==> src/rtl/hazard_ctrl.sv <==
// Pipeline hazard controller: load-use stalls, jump flushes and multi-cycle
// multiply holds, with a saturating count of PC-stalled cycles.
module hazard_ctrl #(
   parameter int unsigned MUL_CYCLES = 4
) (
   input  logic        clk,
   input  logic        rst,
   input  logic        idex_memread,
   input  logic [4:0]  idex_rt,
   input  logic [4:0]  ifid_rs,
   input  logic [4:0]  ifid_rt,
   input  logic        ifid_uses_rt,
   input  logic        jump_taken,
   input  logic        mul_start,
   output logic        pc_write,
   output logic        ifid_write,
   output logic        ifid_flush,
   output logic        idex_bubble,
   output logic        exmem_hold,
   output logic        mul_busy,
   output logic [15:0] stall_count
);

   typedef enum logic {StRun, StMulWait} state_t;

   state_t      state_q, state_d;
   logic [7:0]  mcnt_q, mcnt_d;
   logic [15:0] stall_count_q;
   logic        load_use;

   assign load_use = idex_memread && (idex_rt != 5'd0) &&
                     ((idex_rt == ifid_rs) || (ifid_uses_rt && (idex_rt == ifid_rt)));

   always_comb begin
      state_d     = state_q;
      mcnt_d      = mcnt_q;
      pc_write    = 1'b1;
      ifid_write  = 1'b1;
      ifid_flush  = 1'b0;
      idex_bubble = 1'b0;
      exmem_hold  = 1'b0;
      mul_busy    = 1'b0;
      if (rst) begin
         state_d = StRun;
         mcnt_d  = 8'd0;
      end else begin
         unique case (state_q)
            StRun: begin
               // Jump outranks both multiply start and load-use.
               if (jump_taken) begin
                  ifid_flush  = 1'b1;
                  idex_bubble = 1'b1;
               end else if (mul_start) begin
                  state_d    = StMulWait;
                  mcnt_d     = 8'(MUL_CYCLES - 1);
                  pc_write   = 1'b0;
                  ifid_write = 1'b0;
                  exmem_hold = 1'b1;
               end else if (load_use) begin
                  pc_write    = 1'b0;
                  ifid_write  = 1'b0;
                  idex_bubble = 1'b1;
               end
            end
            StMulWait: begin
               mul_busy   = 1'b1;
               pc_write   = 1'b0;
               ifid_write = 1'b0;
               exmem_hold = 1'b1;
               mcnt_d     = mcnt_q - 8'd1;
               if (mcnt_q <= 8'd1) begin
                  state_d = StRun;
               end
            end
            default: state_d = StRun;
         endcase
      end
   end

   always_ff @(posedge clk) begin
      if (rst) begin
         state_q       <= StRun;
         mcnt_q        <= 8'd0;
         stall_count_q <= 16'd0;
      end else begin
         state_q <= state_d;
         mcnt_q  <= mcnt_d;
         if (!pc_write && (stall_count_q != 16'hFFFF)) begin
            stall_count_q <= stall_count_q + 16'd1;
         end
      end
   end

   assign stall_count = stall_count_q;

endmodule
==> config.mk <==
export PLATFORM = sky130hd
export DESIGN_NAME = hazard_ctrl
export DESIGN_NICKNAME = d
export VERILOG_FILES = /design/src/rtl/hazard_ctrl.sv
export SDC_FILE = /design/constraint.sdc
export NUM_CORES = 1
export LEC_CHECK = 0
export CAP_MARGIN = 30
export CORE_MARGIN = 1
export CORE_UTILIZATION = 46
export DETAILED_ROUTE_END_ITERATION = 12
export DONT_BUFFER_PORTS = 1
export REMOVE_ABC_BUFFERS = 1
export SLEW_MARGIN = 20
export SYNTH_ARGS = -nofsm -noshare
export SYNTH_HDL_FRONTEND = slang
export SYNTH_SLANG_ARGS = --single-unit
export TNS_END_PERCENT = 20
==> constraint.sdc <==
create_clock -name clk -period 2.27 [get_ports clk]
set_clock_uncertainty 0.2 [all_clocks]
set_input_delay 0.3405 -clock clk [delete_from_list [all_inputs] [get_ports clk]]
set_output_delay 0.3405 -clock clk [all_outputs]
set_load 0.005 [all_outputs]
==> After elaboration in Yosys (flattened, before gate mapping) <==
Cells that the tools add are included.
{ "word_totals": {"reg_bits": 25, "inputBits": 21, "elab_cells": 44} }
{ "classes": {"addsub": 2, "magnitude_cmp": 1, "eq_ne": 5, "mux": 24, "bitwise": 1, "n_reduce_logical": 8} }
{ "op_table": {"columns": ["op", "count"], "rows": [
  ["$mux W1", 18],
  ["$add A16 B1 Y16 const B", 1],
  ["$mux W8", 2],
  ["$ne A16 B16 Y1 const B", 1],
  ["$pmux W8 S2", 1],
  ["$eq A5 B5 Y1", 2],
  ["$le A8 B1 Y1 const B", 1],
  ["$sub A8 B1 Y8 const B", 1],
  ["$pmux W1 S2", 3],
  ["$reduce_bool A5 Y1", 1],
  ["$logic_and A1 B1 Y1", 4],
  ["$ne A2 B2 Y1 const B", 2],
  ["$reduce_and A2 Y1", 1],
  ["$logic_not A1 Y1", 1],
  ["$logic_or A1 B1 Y1", 1],
  ["$not A1 Y1", 1]
]} }

==> Depth between registers and ports, before layout <==
Gate-level depths: netlist of run 1.
{ "logic_depth": {"word_depth": 11, "depth_mapped": 9} }

==> Worst setup path before layout of run 1 <==
No wires, ideal clock.
{ "synth_timing": {"path_type": "input to register", "from": "input port idex_rt[1]", "to": "register stall_count_q[1], in the netlist stall_count[1]", "arrival_ns": 1.756, "required_time_ns": 1.942, "path_slack_ns": 0.186, "cell_stages": 8, "cell_sequence": "or4_1 o21ai_2 a311oi_2 a21oi_2 buf_6 buf_8 mux2i_1 nor2_1"} }
{ "synth_via": {"elab_chain_cells": 11, "elab_cells_between_ends": 14} }
{ "synth_rtl": {"columns": ["item", "line_no", "source"], "rows": [
  ["from (decl)", "9", "input logic [4:0] idex_rt,"],
  ["$eq A5 B5 Y1", "32", "((idex_rt == ifid_rs) || (ifid_uses_rt && (idex_rt == ifid_rt)));"],
  ["$logic_and A1 B1 Y1", "32", null],
  ["$logic_or A1 B1 Y1", "32", null],
  ["$logic_and A1 B1 Y1 (*)", "31", "assign load_use = idex_memread && (idex_rt != 5'd0) &&"],
  ["$mux W1 (*)", "59", "end else if (load_use) begin"],
  ["$mux W1 (*)", "53", "end else if (mul_start) begin"],
  ["$mux W1 (*)", "50", "if (jump_taken) begin"],
  ["$pmux W1 S2 (*)", "47", "unique case (state_q)"],
  ["$mux W1 (*)", "43", "if (rst) begin"],
  ["$logic_not A1 Y1 (*)", "88", "if (!pc_write && (stall_count_q != 16'hFFFF)) begin"],
  ["$logic_and A1 B1 Y1 (*)", "88", null],
  ["to (signal assigned)", "89", "stall_count_q <= stall_count_q + 16'd1;"],
  ["to (decl)", "28", "logic [15:0] stall_count_q;"]
]} }
Mark *: on every way between the ends. The rest lies on a longest branch, timed or not.
A chain may end at the register's enable or synchronous reset.

==> Worst setup path after layout of run 1 <==
{ "layout_timing": {"from": "register stall_count_q[6], in the netlist stall_count[6]", "to": "register stall_count_q[9], in the netlist stall_count[9]"} }
{ "layout_via": {"elab_chain_cells": 2, "elab_cells_between_ends": 3} }
{ "layout_rtl": {"columns": ["item"], "rows": [
  ["parallel branches: the longest is 2 deep, another holds $add A16 B1 Y16"]
]} }
Several ways; the timed one is not identified.

==> results of run 1 <==
==> per-stage QoR <==
stage	instance area, um^2	utilization, %	total power (uW)	setup slack (ps)
floorplan	1350	-	596	64.4
global placement	1480	52.3	630	141
detailed placement	1480	52.3	637	91.1
CTS	1520	53.7	855	51.1
global route	1530	54.0	895	7.12
finish	1530	54.0	841	124
==> flip-flops by register name (all words and copies together) (netlist names) <==
name,count
stall_count,16
mcnt_q,8
state_q,1
==> logic make-up (layout without fill, tap and decap cells) <==
kind of cell,after synthesis,count (layout)
compound gates,39,39
xor+xnor,18,18
fa+ha+maj,3,3
buf+inv,13,22
flops,25,25
mux,1,1
simple gates,70,70
==> cell usage after synthesis, types with 2 or more instances <==
library cell  instances
dfxtp_1              25
nor2_1               15
xnor2_1              14
nand2_1              12
or3_1                11
a21oi_1              10
o21ai_1               8
inv_1                 7
nand3_1               6
a21oi_2               4
nand2b_1              4
o21ai_0               4
or4_1                 4
xor2_1                4
and3_1                3
ha_1                  3
nand4_1               3
nor2b_1               3
nor3_1                3
a211oi_1              2
a31oi_1               2
and2_1                2
clkbuf_1              2
nor4_1                2
o31ai_1               2
==> power breakdown <==
part,switching (uW),internal [uW],total (uW)
Clock,141,67.2,208
Combinational,79.9,75.5,155
Sequential,18.3,460,478
==> worst register-to-register path, delay by kind of cell, from the launching register on <==
kind,cells,cell delay (ps)
compound gates,3,480
simple gates,3,880
flops,1,370
buf+inv,1,170
==> final timing paths <==
check / depth (start not counted) / slack [ps] / start / endpoint
worst max-delay path: 7 / 120 / stall_count[6]$_SDFFE_PP0P_ / stall_count[9]$_SDFFE_PP0P_
worst min-delay path: 3 / 90 / rst / stall_count[5]$_SDFFE_PP0P_
worst max register to register: 7 / 120 / stall_count[6]$_SDFFE_PP0P_ / stall_count[9]$_SDFFE_PP0P_
worst min register to register: 2 / 320 / stall_count[6]$_SDFFE_PP0P_ / stall_count[6]$_SDFFE_PP0P_
==> what timing repair did <==
item                                    in CTS  in global routing
endpoints found under the setup margin       0                  3
resized for setup                            0                  3
hold buffers                                 1                  0
hold endpoints to repair                    17                  0
==> layout make-up <==
cell class	instances	area share, %
Clock buffer	3	1.47
Clock inverter	1	0.491
Inverter	7	1.72
Multi-Input combinational cell	131	54.6
Sequential cell	25	32.8
Tap cell	31	2.54
Timing Repair Buffer	11	6.38
==> cell usage in the layout, fill, tap and decap left out, drive strengths merged, types with 2 or more instances in the layout <==
cell type | Yosys | final
a21oi | 14 | 14
a31oi | 2 | 2
o31ai | 2 | 2
o21ai | 13 | 13
and3 | 3 | 3
nor2b | 3 | 3
ha | 3 | 3
nand2b | 4 | 4
nand2 | 12 | 12
nor3 | 3 | 3
and2 | 2 | 2
inv | 7 | 7
a211oi | 2 | 2
nand4 | 3 | 3
buf | 4 | 10
nand3 | 6 | 6
or4 | 4 | 4
dfxtp | 25 | 25
or3 | 11 | 11
nor2 | 15 | 15
xnor2 | 14 | 14
clkbuf | 2 | 3
xor2 | 4 | 4
nor4 | 2 | 2
==> metal layers <==
metal	global-route usage, %	up-vias	wire length (um)	share of wire (%)
li1	-	621	-	-
met2	33.6	28	1490	49
met1	24.2	566	1380	46
met4	7.32	0	22	0.73
met5	0	-	0	0
met3	3.17	2	122	4.1
==> results.md, run 1 <==
- Status: complete, but fails checks
- Failing checks: DRC
- Slowest cell on crit path: or4_1
- First-pass DRT Iterations: 8
- Slew at the pin with the worst max-slew slack: roughly 700 ps
- FP Rows: 19
- Register area share after synthesis: a little over a third
- Final HPWL DP: between 2000 and 2500 um
- CP max FO: 22
- Final hold slack: around 94 ps
- Grt total ovfl: 0
- Fraction of layout cells with a size suffix above 1: approximately 13%
- Vias in the first global route: ~1200
- Crit path time final: 2150 ps
- Post-synthesis mux area share: less than 1%
- Worst Hold Class: in2reg
- Worst-path clk slew: ~150 ps
- H-tree depth: 1
- Routed wire length: between 3000 and 4000 um
- Via/cell ratio: around 5.8
- Mapped cell area: between 0.001 and 0.0015 mm^2
- Clock Tree Buf Depth: 2
- Final setup viols: 0
- Static Leak: 0.000517 uW
- Ys flop type: dfxtp_1
- Initial antenna violation count: 0
- I/O pin cnt: 43
- Critical Path AT: around 2200 ps
- Synth area leader: dfxtp_1
- Sequential cell area: around 500 um^2
- Adder-cell share of the synthesized area: under 10%
- Crit path max-delay family: simple AND/OR/NAND/NOR gates
- Total CTS buffers: 3
- Non-Filler Instances: ~210
- Post-DRT Antenna Nets: 0
- Pin count of the biggest net entering global routing: 23
- CTS tree: yes
- GP Congestion: around 0.75
- Largest family of logic cells by synthesized area: simple AND/OR/NAND/NOR gates
- Filler Cells Inserted: around 280
- Placed insts: just over 200
- Clock latency on the worst-skew pair: between 300 and 400 ps
- Area taken by multi-input logic gates: around 830 um^2
- Endpoints failing hold: 0
- Post-synthesis cell count: about 170
- Die ar.: 0.00327 mm^2
- Area Overhead vs Synth: 9.30%
- Slowest cell delay on critical path: ~470 ps
- # port buffers: 0
- All-Layer GR Usage: 19.4%
- CP cell instances: and4_1 -> and2_1 -> a311oi_2 -> a21oi_2 -> buf_12 -> or4_1 -> a21oi_1
- DR DRC count: 4
- Post-synth EDFFs: 0
- Clock sinks: 25
- Ys Warns: 0
- Slew Limit Fails: 0
- Nets: between 200 and 250
- Initial core utilization: about 49%
- Max-Cap Viols: 0
- Worst path required time: ~2300 ps
- Yosys reg bits: 25
- Async SR Flop Fraction: 0%
- Die Width: about 57 um
- First-iteration detailed-routing DRC count: between 40 and 50
- Kind of critical path: reg2reg
- Syn_area_per_cell: 8.28 um^2
- Diode count: 0
- Post-synthesis xor/xnor area fraction: ~11%
- Wire length of the first global-routing pass: ~4900 um
- CTS root buf: clkbuf_4
- Core area: between 0.002 and 0.003 mm^2
- Final Cycle Share: 94.6%
- Post-CTS setup buffers: 0
- Post-synthesis compound-gate area fraction: between 10% and 20%
- Fmax: 466 MHz
- Simple-Gate Fraction of Synth Area: a little over a quarter
- Synth cell types: 39
- Setup repair after global routing missed its margin: no
- Power Dens Cells: 550 mW/mm^2
- Die Span Y: 57.1 um
- Max-slew headroom: between 50 and 60%
- Buf+Inv Stages, Crit Path: 1
- Startpoint types: flip-flop
- Post-synth top area share: 35.8%
- Max VDD drop: between 0.2 and 0.3 mV
- Crit. End Element: flip-flop
- Routed via count: between 1000 and 1500
- Top cells by area, synth: dfxtp_1, xnor2_1, or3_1
- Avg WL per Cell: around 14 um
- Setup TNS: 0 ps
No activity file was read; power rests on OpenSTA's default activity.
==> run 2, diff against run 1 <==
--- a/config.mk
+++ b/config.mk
@@ -6,6 +6,7 @@
 export NUM_CORES = 1
 export LEC_CHECK = 0
 export CAP_MARGIN = 30
+export CORE_ASPECT_RATIO = 0.9
 export CORE_MARGIN = 1
 export CORE_UTILIZATION = 46
 export DETAILED_ROUTE_END_ITERATION = 12
==> run 2 against run 1 <==
The run now ends clean. Critical path depth is the same. Routed wire length shrank 1.1%. Power increased by 0.13%. Critical endpoint unchanged. Largest cell class unchanged. Highest routed layer unchanged.
==> results.md, run 2 (synthesized netlist as in run 1, its figures left out) <==
- Status: finished, final reports clean
- Die Width: 60.1 um
- Final setup viols: 0
- Final Cycle Share: a little over nine tenths
- H-tree depth: 1
- I/O pin cnt: 43
- DR DRC count: 0
- Commonest non-fill, non-tap cells in the layout: dfxtp_1, nor2_1, xnor2_1
- Vias in the first global route: approximately 1100
- Dpl ws: roughly 78 ps
- Post-CTS setup buffers: 0
- Diode count: 0
- Max-Cap Viols: 0
- Crit. End Element: flip-flop
- Max-slew headroom: 53.6%
- Static Leak: about 0.00052 uW
- CTS root buf: clkbuf_4
- First-pass DRT Iterations: 4
- Fraction of layout cells with a size suffix above 1: about an eighth
- Via/cell ratio: 5.71
- Die Span Y: 54.3 um
- Worst Hold Class: in2reg
- Routed via count: approximately 1300
- First-iteration detailed-routing DRC count: 32
- Avg WL per Cell: between 10 and 15 um
- Worst path required time: about 2300 ps
- Max reg flops: 16
- R2r startpoint: stall_count[6]$_SDFFE_PP0P_
- Initial core utilization: between 40% and 50%
- Wire length of the first global-routing pass: approximately 4600 um
- Clock Tree Buf Depth: 2
- Hold path start: rst
- Fmax: 457 MHz
- Worst R2R End: stall_count[9]$_SDFFE_PP0P_
- Post-DRT Antenna Nets: 0
- Power Dens Cells: ~550 mW/mm^2
- Routed wire length: a little under 3000 um
- Worst reg2reg setup slack: 80 ps
- CTS tree: yes
- Startpoint types: flip-flop
- Grt total ovfl: 0
- Slew at the pin with the worst max-slew slack: 693 ps
- Worst-path clk slew: ~150 ps
- Final WS setup: just over 80 ps
- Pin count of the biggest net entering global routing: 23
- Clock sinks: 25
- Slew Limit Fails: 0
- Critical Path AT: between 2000 and 2500 ps
- Die ar.: ~0.0033 mm^2
- Core area: ~0.0028 mm^2
- Setup TNS: 0 ps
- All-Layer GR Usage: a little under a fifth
- Total Power: 843 uW
- Kind of critical path: reg2reg
- Clock latency on the worst-skew pair: ~330 ps
- Initial antenna violation count: 0
- Max VDD drop: a little under 0.3 mV
- Commonest non-fill, non-tap cell in the layout: dfxtp_1
- Crit path time final: ~2200 ps
- Reg2Reg Depth: 7
- Area Overhead vs Synth: 10.0%
- Setup repair after global routing missed its margin: no
- GP Congestion: roughly 0.8
- # port buffers: 0
- Endpoints failing hold: 0
- CP max FO: 22
- Total CTS buffers: 3
- FP Rows: 18
- Hold depth: 3
- Final HPWL DP: roughly 2300 um
- Nets: 204
- Sink of the worst hold path: stall_count[5]$_SDFFE_PP0P_
-- run 2: final cells by class --
class / count / area (um^2)
clock buffers: 3 / 22.5
clock inverters: 1 / 7.51
fillers: 261 / 1280
inverters: 7 / 26.3
multi-input cells: 131 / 826
flip-flops and latches: 25 / 502
well taps: 40 / 50.0
repair buffers: 12 / 105
-- run 2: what timing repair did --
item                                    in CTS  in global routing
hold endpoints to repair                    17                  0
gates resized for setup                      0                  1
endpoints found under the setup margin       0                  2
hold buffers                                 1                  0
-- run 2: metal layers --
| layer | vias up | part of all wire (%) | global-route usage [%] |
|---|---|---|---|
| met5 | - | 0 | 0 |
| met4 | 0 | 0.40 | 2.33 |
| met3 | 2 | 6.1 | 6.38 |
| met2 | 42 | 48 | 33.2 |
| met1 | 581 | 46 | 23.3 |
| li1 | 625 | - | - |
-- run 2: stage by stage --
step	area [um^2]	instances	hold slack [ps]	util [%]
after global routing	1540	219	119	54.7
final	1540	219	86.7	54.7
after detailed placement	1500	214	207	53.2
after global placement	1500	214	207	53.2
after CTS	1540	219	77.4	54.6
after floorplan	1350	163	203	-
-- run 2: worst max path at each step --
stage                                startpoint                     endpoint  slack [ps]  cells after the start
finish              stall_count[6]$_SDFFE_PP0P_  stall_count[9]$_SDFFE_PP0P_          80                      7
global route        stall_count[6]$_SDFFE_PP0P_  stall_count[9]$_SDFFE_PP0P_           2                      7
CTS                 stall_count[6]$_SDFFE_PP0P_  stall_count[9]$_SDFFE_PP0P_          50                      7
detailed placement  stall_count[6]$_SDFFE_PP0P_  stall_count[9]$_SDFFE_PP0P_          80                      7
global placement    stall_count[6]$_SDFFE_PP0P_  stall_count[9]$_SDFFE_PP0P_         140                      7
floorplan                            idex_rt[1]  stall_count[1]$_SDFFE_PP0P_          60                      6
-- run 2: worst max-delay path: stages, from the launching register on --
cell	delay, ps
dfxtp_2	370
and4_1	220
and2_1	190
a311oi_2	270
a21oi_2	110
buf_12	170
or4_1	470
a21oi_1	150
-- run 2: power breakdown --
| group | switching [uW] | internal [uW] |
|---|---|---|
| clock | 143 | 67.4 |
| combinational | 79.3 | 75.4 |
| sequential | 17.3 | 460 |
| total | 240 | 603 |
